## config.mk

```make
export PLATFORM = sky130hd
export DESIGN_NAME = scan_sel_gen
export DESIGN_NICKNAME = d
export VERILOG_FILES = /design/src/rtl/scan_sel_pkg.sv /design/src/rtl/scan_next_idx.sv /design/src/rtl/scan_sel_gen.sv
export SDC_FILE = /design/constraint.sdc
export NUM_CORES = 1
export LEC_CHECK = 0
export BUFFER_PORTS_ARGS = -buffer_cell sky130_fd_sc_hd__clkbuf_2
export CORE_UTILIZATION = 59
export DETAILED_ROUTE_END_ITERATION = 12
export HOLD_SLACK_MARGIN = 0.03
export PLACE_DENSITY_LB_ADDON = 0.3
export SYNTH_ARGS = -nofsm -noshare
export SYNTH_HDL_FRONTEND = slang
export SYNTH_HIERARCHICAL = 1
export SYNTH_SLANG_ARGS = --single-unit
```

## constraint.sdc

```tcl
create_clock -name clk -period 3.2 [get_ports clk]
set_input_delay 0 -clock clk [delete_from_list [all_inputs] [get_ports clk]]
set_output_delay 0 -clock clk [all_outputs]
set_load 0.01 [all_outputs]
```

## src/rtl/scan_sel_pkg.sv

```systemverilog
// Shared types and sizes for the scan select generator and its next-line finder.
package scan_sel_pkg;

    localparam int unsigned SEL_W = 2;
    localparam int unsigned LINES = 4;

    typedef enum logic [1:0] {
        ST_IDLE   = 2'd0,
        ST_ACTIVE = 2'd1,
        ST_BLANK  = 2'd2
    } state_e;

endpackage

```

## src/rtl/scan_next_idx.sv

```systemverilog
// Combinational finder: next set mask bit above the current index, wrapping to
// the lowest set bit (o_wrap=1 when no higher bit exists).
module scan_next_idx
    import scan_sel_pkg::*;
(
    input  logic [SEL_W-1:0] i_idx,
    input  logic [LINES-1:0] i_mask,
    output logic [SEL_W-1:0] o_idx,
    output logic             o_wrap
);

    always_comb begin
        o_idx  = '0;
        o_wrap = 1'b1;
        // Descending scans: the last hit is the lowest qualifying bit.
        for (int i = LINES - 1; i >= 0; i--) begin
            if (i_mask[i]) begin
                o_idx = SEL_W'(i);
            end
        end
        for (int i = LINES - 1; i >= 0; i--) begin
            if (i_mask[i] && (i > int'(i_idx))) begin
                o_idx  = SEL_W'(i);
                o_wrap = 1'b0;
            end
        end
    end

endmodule

```

## src/rtl/scan_sel_gen.sv

```systemverilog
// Sequences decoder select A and enable E across the masked lines with a fixed
// dwell; SCAN_SEL_BLANK_EN inserts BLANK_CYC dead cycles between lines.
module scan_sel_gen
    import scan_sel_pkg::*;
#(
    parameter int unsigned DWELL = 4
`ifdef SCAN_SEL_BLANK_EN
    ,
    parameter int unsigned BLANK_CYC = 1
`endif
) (
    input  logic             clk,
    input  logic             rst_n,
    input  logic             start,
    input  logic             stop,
    input  logic             oneshot,
    input  logic [LINES-1:0] mask,
    output logic [SEL_W-1:0] A,
    output logic             E,
    output logic             busy,
    output logic             done
);

    localparam logic [7:0] DWELL_LAST = 8'(DWELL - 1);

    state_e             r_state;
    logic [7:0]         r_dwell;
    logic [LINES-1:0]   r_mask;
    logic               r_oneshot;
    logic [SEL_W-1:0]   r_a;
    logic               r_e;
    logic               r_busy;
    logic               r_done;

`ifdef SCAN_SEL_BLANK_EN
    localparam logic [3:0] BLANK_LAST = 4'(BLANK_CYC - 1);
    logic [3:0]         r_blank;
    logic [SEL_W-1:0]   r_next;
`endif

    logic [SEL_W-1:0]   w_cur_idx;
    logic [LINES-1:0]   w_cur_mask;
    logic [SEL_W-1:0]   w_next_idx;
    logic               w_wrap;

    // In IDLE, searching above the top index yields the lowest set bit of the live mask.
    assign w_cur_idx  = (r_state == ST_IDLE) ? '1 : r_a;
    assign w_cur_mask = (r_state == ST_IDLE) ? mask : r_mask;

    scan_next_idx u_next (
        .i_idx  (w_cur_idx),
        .i_mask (w_cur_mask),
        .o_idx  (w_next_idx),
        .o_wrap (w_wrap)
    );

    always_ff @(posedge clk or negedge rst_n) begin
        if (!rst_n) begin
            r_state   <= ST_IDLE;
            r_dwell   <= '0;
            r_mask    <= '0;
            r_oneshot <= 1'b0;
            r_a       <= '0;
            r_e       <= 1'b0;
            r_busy    <= 1'b0;
            r_done    <= 1'b0;
`ifdef SCAN_SEL_BLANK_EN
            r_blank   <= '0;
            r_next    <= '0;
`endif
        end else begin
            r_done <= 1'b0;
            case (r_state)
                ST_IDLE: begin
                    if (start && (mask != '0)) begin
                        r_mask    <= mask;
                        r_oneshot <= oneshot;
                        r_a       <= w_next_idx;
                        r_e       <= 1'b1;
                        r_busy    <= 1'b1;
                        r_dwell   <= '0;
                        r_state   <= ST_ACTIVE;
                    end
                end
                ST_ACTIVE: begin
                    if (stop) begin
                        r_state <= ST_IDLE;
                        r_a     <= '0;
                        r_e     <= 1'b0;
                        r_busy  <= 1'b0;
                    end else if (r_dwell == DWELL_LAST) begin
                        r_dwell <= '0;
                        if (w_wrap && r_oneshot) begin
                            r_state <= ST_IDLE;
                            r_a     <= '0;
                            r_e     <= 1'b0;
                            r_busy  <= 1'b0;
                            r_done  <= 1'b1;
                        end else begin
`ifdef SCAN_SEL_BLANK_EN
                            r_state <= ST_BLANK;
                            r_e     <= 1'b0;
                            r_next  <= w_next_idx;
                            r_blank <= '0;
`else
                            r_a     <= w_next_idx;
`endif
                        end
                    end else begin
                        r_dwell <= r_dwell + 8'd1;
                    end
                end
`ifdef SCAN_SEL_BLANK_EN
                ST_BLANK: begin
                    if (stop) begin
                        r_state <= ST_IDLE;
                        r_a     <= '0;
                        r_busy  <= 1'b0;
                    end else if (r_blank == BLANK_LAST) begin
                        r_state <= ST_ACTIVE;
                        r_a     <= r_next;
                        r_e     <= 1'b1;
                    end else begin
                        r_blank <= r_blank + 4'd1;
                    end
                end
`endif
                default: begin
                    r_state <= ST_IDLE;
                    r_a     <= '0;
                    r_e     <= 1'b0;
                    r_busy  <= 1'b0;
                end
            endcase
        end
    end

    assign A    = r_a;
    assign E    = r_e;
    assign busy = r_busy;
    assign done = r_done;

endmodule

```

Word level (Yosys, flattened, before mapping)
Index checks and enable logic that the tools add are counted. W data, S select, Z words.

$add $sub $neg: 1. $lt $le $gt $ge: 3. Eq/ne operators: 6. Multiplexer cells: 35. Reduce and logical (&&, ||, !) cells: 12.

Operators by type and width (count): $mux W2 (16); $mux W8 (3); $pmux W8 S2 (1); $mux W1 (11); $add A8 B1 Y8 const B (1); $eq A8 B2 Y1 const B (1); $pmux W2 S2 (2); $ne A3 B3 Y1 const B (2); $reduce_and A3 Y1 (2); $logic_and A1 B1 Y1 (5); $gt A2 B2 Y1 const A (2); $mux W4 (1); $reduce_and A2 Y1 (2); $reduce_bool A4 Y1 (1); $eq A2 B1 Y1 const B (1); $gt A1 B2 Y1 const A (1); $logic_not A2 Y1 (1); $ne A2 B1 Y1 const B (1); $ne A2 B2 Y1 const B (1); $pmux W1 S2 (1); $reduce_bool A2 Y1 (1).

Register bits after elaboration: 19. Output and inout port bits: 5. Logic and storage cells: 64.

Depth between registers and ports, before layout
Word-level depth: 13. Gate-level depth with buffers: 8.

Hierarchy
Netlist, hierarchy kept.

Modules (own cells, without submodules): scan_sel_gen (times used 1, cells each 83, area each 919.6 sq um, seq. area each 425.4 sq um); scan_next_idx (times used 1, cells each 15, area each 92.6 sq um, seq. area each 0.0 sq um).

Worst setup path before layout
OpenSTA, ideal clock, no wires.

Path type: register to register. Start: reg busy (netlist name). End: reg r_a[0] (netlist: A[0]). Setup time: 0.129 ns. Arrival: 1.561 ns. Data required time: 3.071 ns. Slack: 1.510 ns. Stages on the path, launching flop included: 9. Period minus slack after synthesis: 1.690 ns. Path through: dfrtp_1 buf_4 mux2_2 nor2b_1 o21ai_1 o21a_1 a21oi_1 o21ai_0 o21ai_0.

RTL lines: end signal: assignment (line scan_sel_gen.sv:78) `r_a <= w_next_idx;`; end signal: assignment (line scan_sel_gen.sv:106) `r_a <= w_next_idx;`; end: declaration (line scan_sel_gen.sv:30) `logic [SEL_W-1:0] r_a;`.

Worst setup path in the final report
Start: reg r_dwell[0]. End: reg r_a[1] (netlist: A[1]).

Longest elaborated chain between the ends: 3.

RTL lines: start: declaration (line scan_sel_gen.sv:27) `logic [7:0] r_dwell;`; start signal: assignment (line scan_sel_gen.sv:110) `r_dwell <= r_dwell + 8'd1;`; $eq A8 B2 Y1 (line scan_sel_gen.sv:91) `end else if (r_dwell == DWELL_LAST) begin`; $ne A3 B3 Y1 (no source line); $reduce_and A2 Y1 (no source line).

No other way between the ends. A chain may end at the register's enable or synchronous reset.

==> run summary <==
pin count of the biggest net entering global routing -> 18
M2 GR Usage -> 0.430
layout cell share with drive strength beyond 1 -> 0.265
syn avg cell area -> 10.3 um^2
final setup vio count -> 0
die area -> 0.00189 mm^2
Slew Limit Fails -> 0
Initial Util -> 0.649
DRT iter0 DRCs -> 17
Slew @ Worst Pin -> 0.962 ns
status -> completed
first-pass GRT wire length -> 3640 um
Fin. Hold Viols -> 0
Via Count -> 830
busiest grt layer -> met2
kind of critical path -> register to register
min Tclk post-route -> 2.02 ns
CTS tree -> yes
Longest Clk Path Bufs -> 2
DRC viols -> 0
Port-buffer cells -> 13
Pleak -> 0.536 nW
P per Cell Area -> 827 mW/mm^2
H-Tree Level Count -> 1
crit path max fanout -> 15
# Max-Cap Violations -> 0
gr usage total -> 0.268
CTS Buf Count -> 3
detailed placement HPWL -> 1500 um
Synthesis Warnings -> 6
met1 GRT Util -> 0.340
share of the synthesized area in the top cell type -> 0.420
synthesized area -> 0.00101 mm^2
RSZ-0062 raised after global routing -> no
CTS root buf -> clkbuf_4
Hold WC Path Type -> input port to register
Setup Fix Bufs, Post-CTS -> 0
Die H -> 43.4 um
clk_lat worst skew -> 0.30 ns
GR Overflow Total -> 0
Row Count -> 14
First-pass DRT Iterations -> 4
Cells after Synth -> 98
Arr. time, crit path -> 2.20 ns
WL/cell -> 15.4 um
core box area -> 0.00156 mm^2
count of different cell masters after synthesis -> 32
RePlAce Congestion -> 0.803
Die W -> 43.4 um
synth-to-layout area growth -> 14.0%
Sequential cell area -> 425 um^2
Placed Instances -> 123
Sum Neg Setup Slack -> 0 ns
Non-Filler Instances -> 133
Filler Cell Count -> 116
post-CTS resize count -> 0
Clk pin slew, worst setup/hold paths -> 0.10 ns
Vias/cell -> 6.24
register area share after synthesis -> 0.420
Final period util -> 0.631
net count after synthesis -> 109
initial antenna violation count -> 0
vias in the first global route -> 823
area of the multi-input gates -> 548 um^2
ant diodes -> 0
post-synth top area cell -> dfrtp_1
Data required, critical path -> 3.38 ns
IO Pins -> 14
clk_skew -> 0.00488 ns
routed wire length -> 2050 um
Routed Antenna Nets -> 0
CTS sink count -> 17
met3 GRT Util -> 0.0875
relative slew slack -> 0.359
nets -> 129
worst hold slack -> 0.0549 ns
Worst Setup Start Kind -> register
Yosys reg bits -> 17
fmax -> 495 MHz
ranking of synthesized cells by area -> dfrtp_1, mux2_4, mux2_2, a21oi_1, nand2b_1
worst vdd ir -> 0.000562 V
Setup crit end kind -> register
sequential cells by signal, indices dropped and copies added (netlist names):
signal,flops
r_mask,4
busy,1
done,1
r_oneshot,1
r_dwell,8
A,2
synthesized netlist by cell type:
master and number:
a21boi_2 1, a21o_1 1, a21oi_1 9, a22o_1 4, a31oi_1 1, and2_4 1, and3_1 1, buf_2 1
buf_4 2, buf_6 1, dfrtp_1 17, ha_1 2, inv_1 2, mux2_2 5, mux2_4 5, mux2i_1 2
nand2_1 5, nand2b_1 6, nand3_1 3, nand4_1 1, nor2_1 7, nor2b_1 2, nor3_1 3, nor4b_2 1
o21a_1 1, o21ai_0 7, o21ai_1 1, o21bai_1 1, o221ai_2 1, o41a_1 1, or2_0 1, xor2_1 2
layout make-up:
cell class | count | share of cell area
Multi-Input combinational cell | 75 | 0.475
Clock buffer | 3 | 0.0195
Inverter | 2 | 0.00651
Tap cell | 16 | 0.0174
Clock inverter | 1 | 0.00434
Timing Repair Buffer | 19 | 0.108
Sequential cell | 17 | 0.369
critical path, cell delays in order (launching register included):
cell and delay [ns]:
dfrtp_1 0.43, ha_1 0.24, nor4b_2 0.17, a21oi_1 0.75, or2_0 0.22, o21ai_0 0.09
through the flow:
| step | util | cell area (um^2) | total power, W | worst slack, ns |
|---|---|---|---|---|
| 5_1_grt | 0.740 | 1150 | 0.00103 | 0.951 |
| 3_5_place_dp | 0.684 | 1070 | 0.000832 | 1.19 |
| 4_1_cts | 0.740 | 1150 | 0.000957 | 1.18 |
| 3_3_place_gp | 0.684 | 1070 | 0.000805 | 1.30 |
| 6_report | 0.740 | 1150 | 0.000954 | 1.18 |
| 2_1_floorplan | - | 1010 | 0.000743 | 1.51 |
per-layer routing:
layer	share of wire	wire, um
met1	0.43	882
met5	0	0
met2	0.48	995
met3	0.050	102
met4	0.035	72
path summary, 6_finish.rpt:
| kind | from | end | slack [ns] | cells past startpoint |
|---|---|---|---|---|
| max | r_dwell[0] | A[1] | 1.18 | 5 |
| min | stop | done | 0.05 | 3 |
| max reg2reg | r_dwell[0] | A[1] | 1.18 | 5 |
| min reg2reg | r_dwell[5] | r_dwell[5] | 0.52 | 1 |
| max in group asynchronous | rst_n | busy | 2.75 | 2 |
| min in group asynchronous | rst_n | r_dwell[5] | 0.16 | 2 |
repair_timing:
item                                    4_1_cts  5_1_grt
endpoints found under the setup margin        0        0
hold buffers                                  6        0
hold endpoints to repair                     22        0
cells in the final DEF, fill, tap and decap left out, types with 3 or more instances in the layout:
master	count
dfrtp_1	17
clkbuf_2	13
a21oi_1	9
nor2_1	7
o21ai_0	7
nand2b_1	6
dlygate4sd3_1	6
mux2_2	5
nand2_1	5
mux2_4	5
a22o_1	4
nor3_1	3
nand3_1	3
clkbuf_4	3
cells by family (layout without fill, tap and decap cells):
logic type | Yosys count | count (layout) | share of synthesized area
AND/OR/NAND/NOR | 31 | 31 | 0.166
AO/OA/AOI/OAI | 28 | 28 | 0.184
flip-flops | 17 | 17 | 0.420
multiplexers | 12 | 12 | 0.150
buffers and inverters | 6 | 25 | 0.0383
adder cells (fa/ha/maj) | 2 | 2 | 0.0247
XOR/XNOR | 2 | 2 | 0.0173
power by group:
part	internal [W]	switching [W]	leakage [nW]	total (W)
Combinational	0.000239	0.000238	0.301	0.000477
Sequential	0.000284	0.0000774	0.217	0.000361
Clock	0.0000467	0.0000692	0.0177	0.000116
Total	0.000570	0.000385	0.536	0.000954
Power figures use the tool's default switching activity.
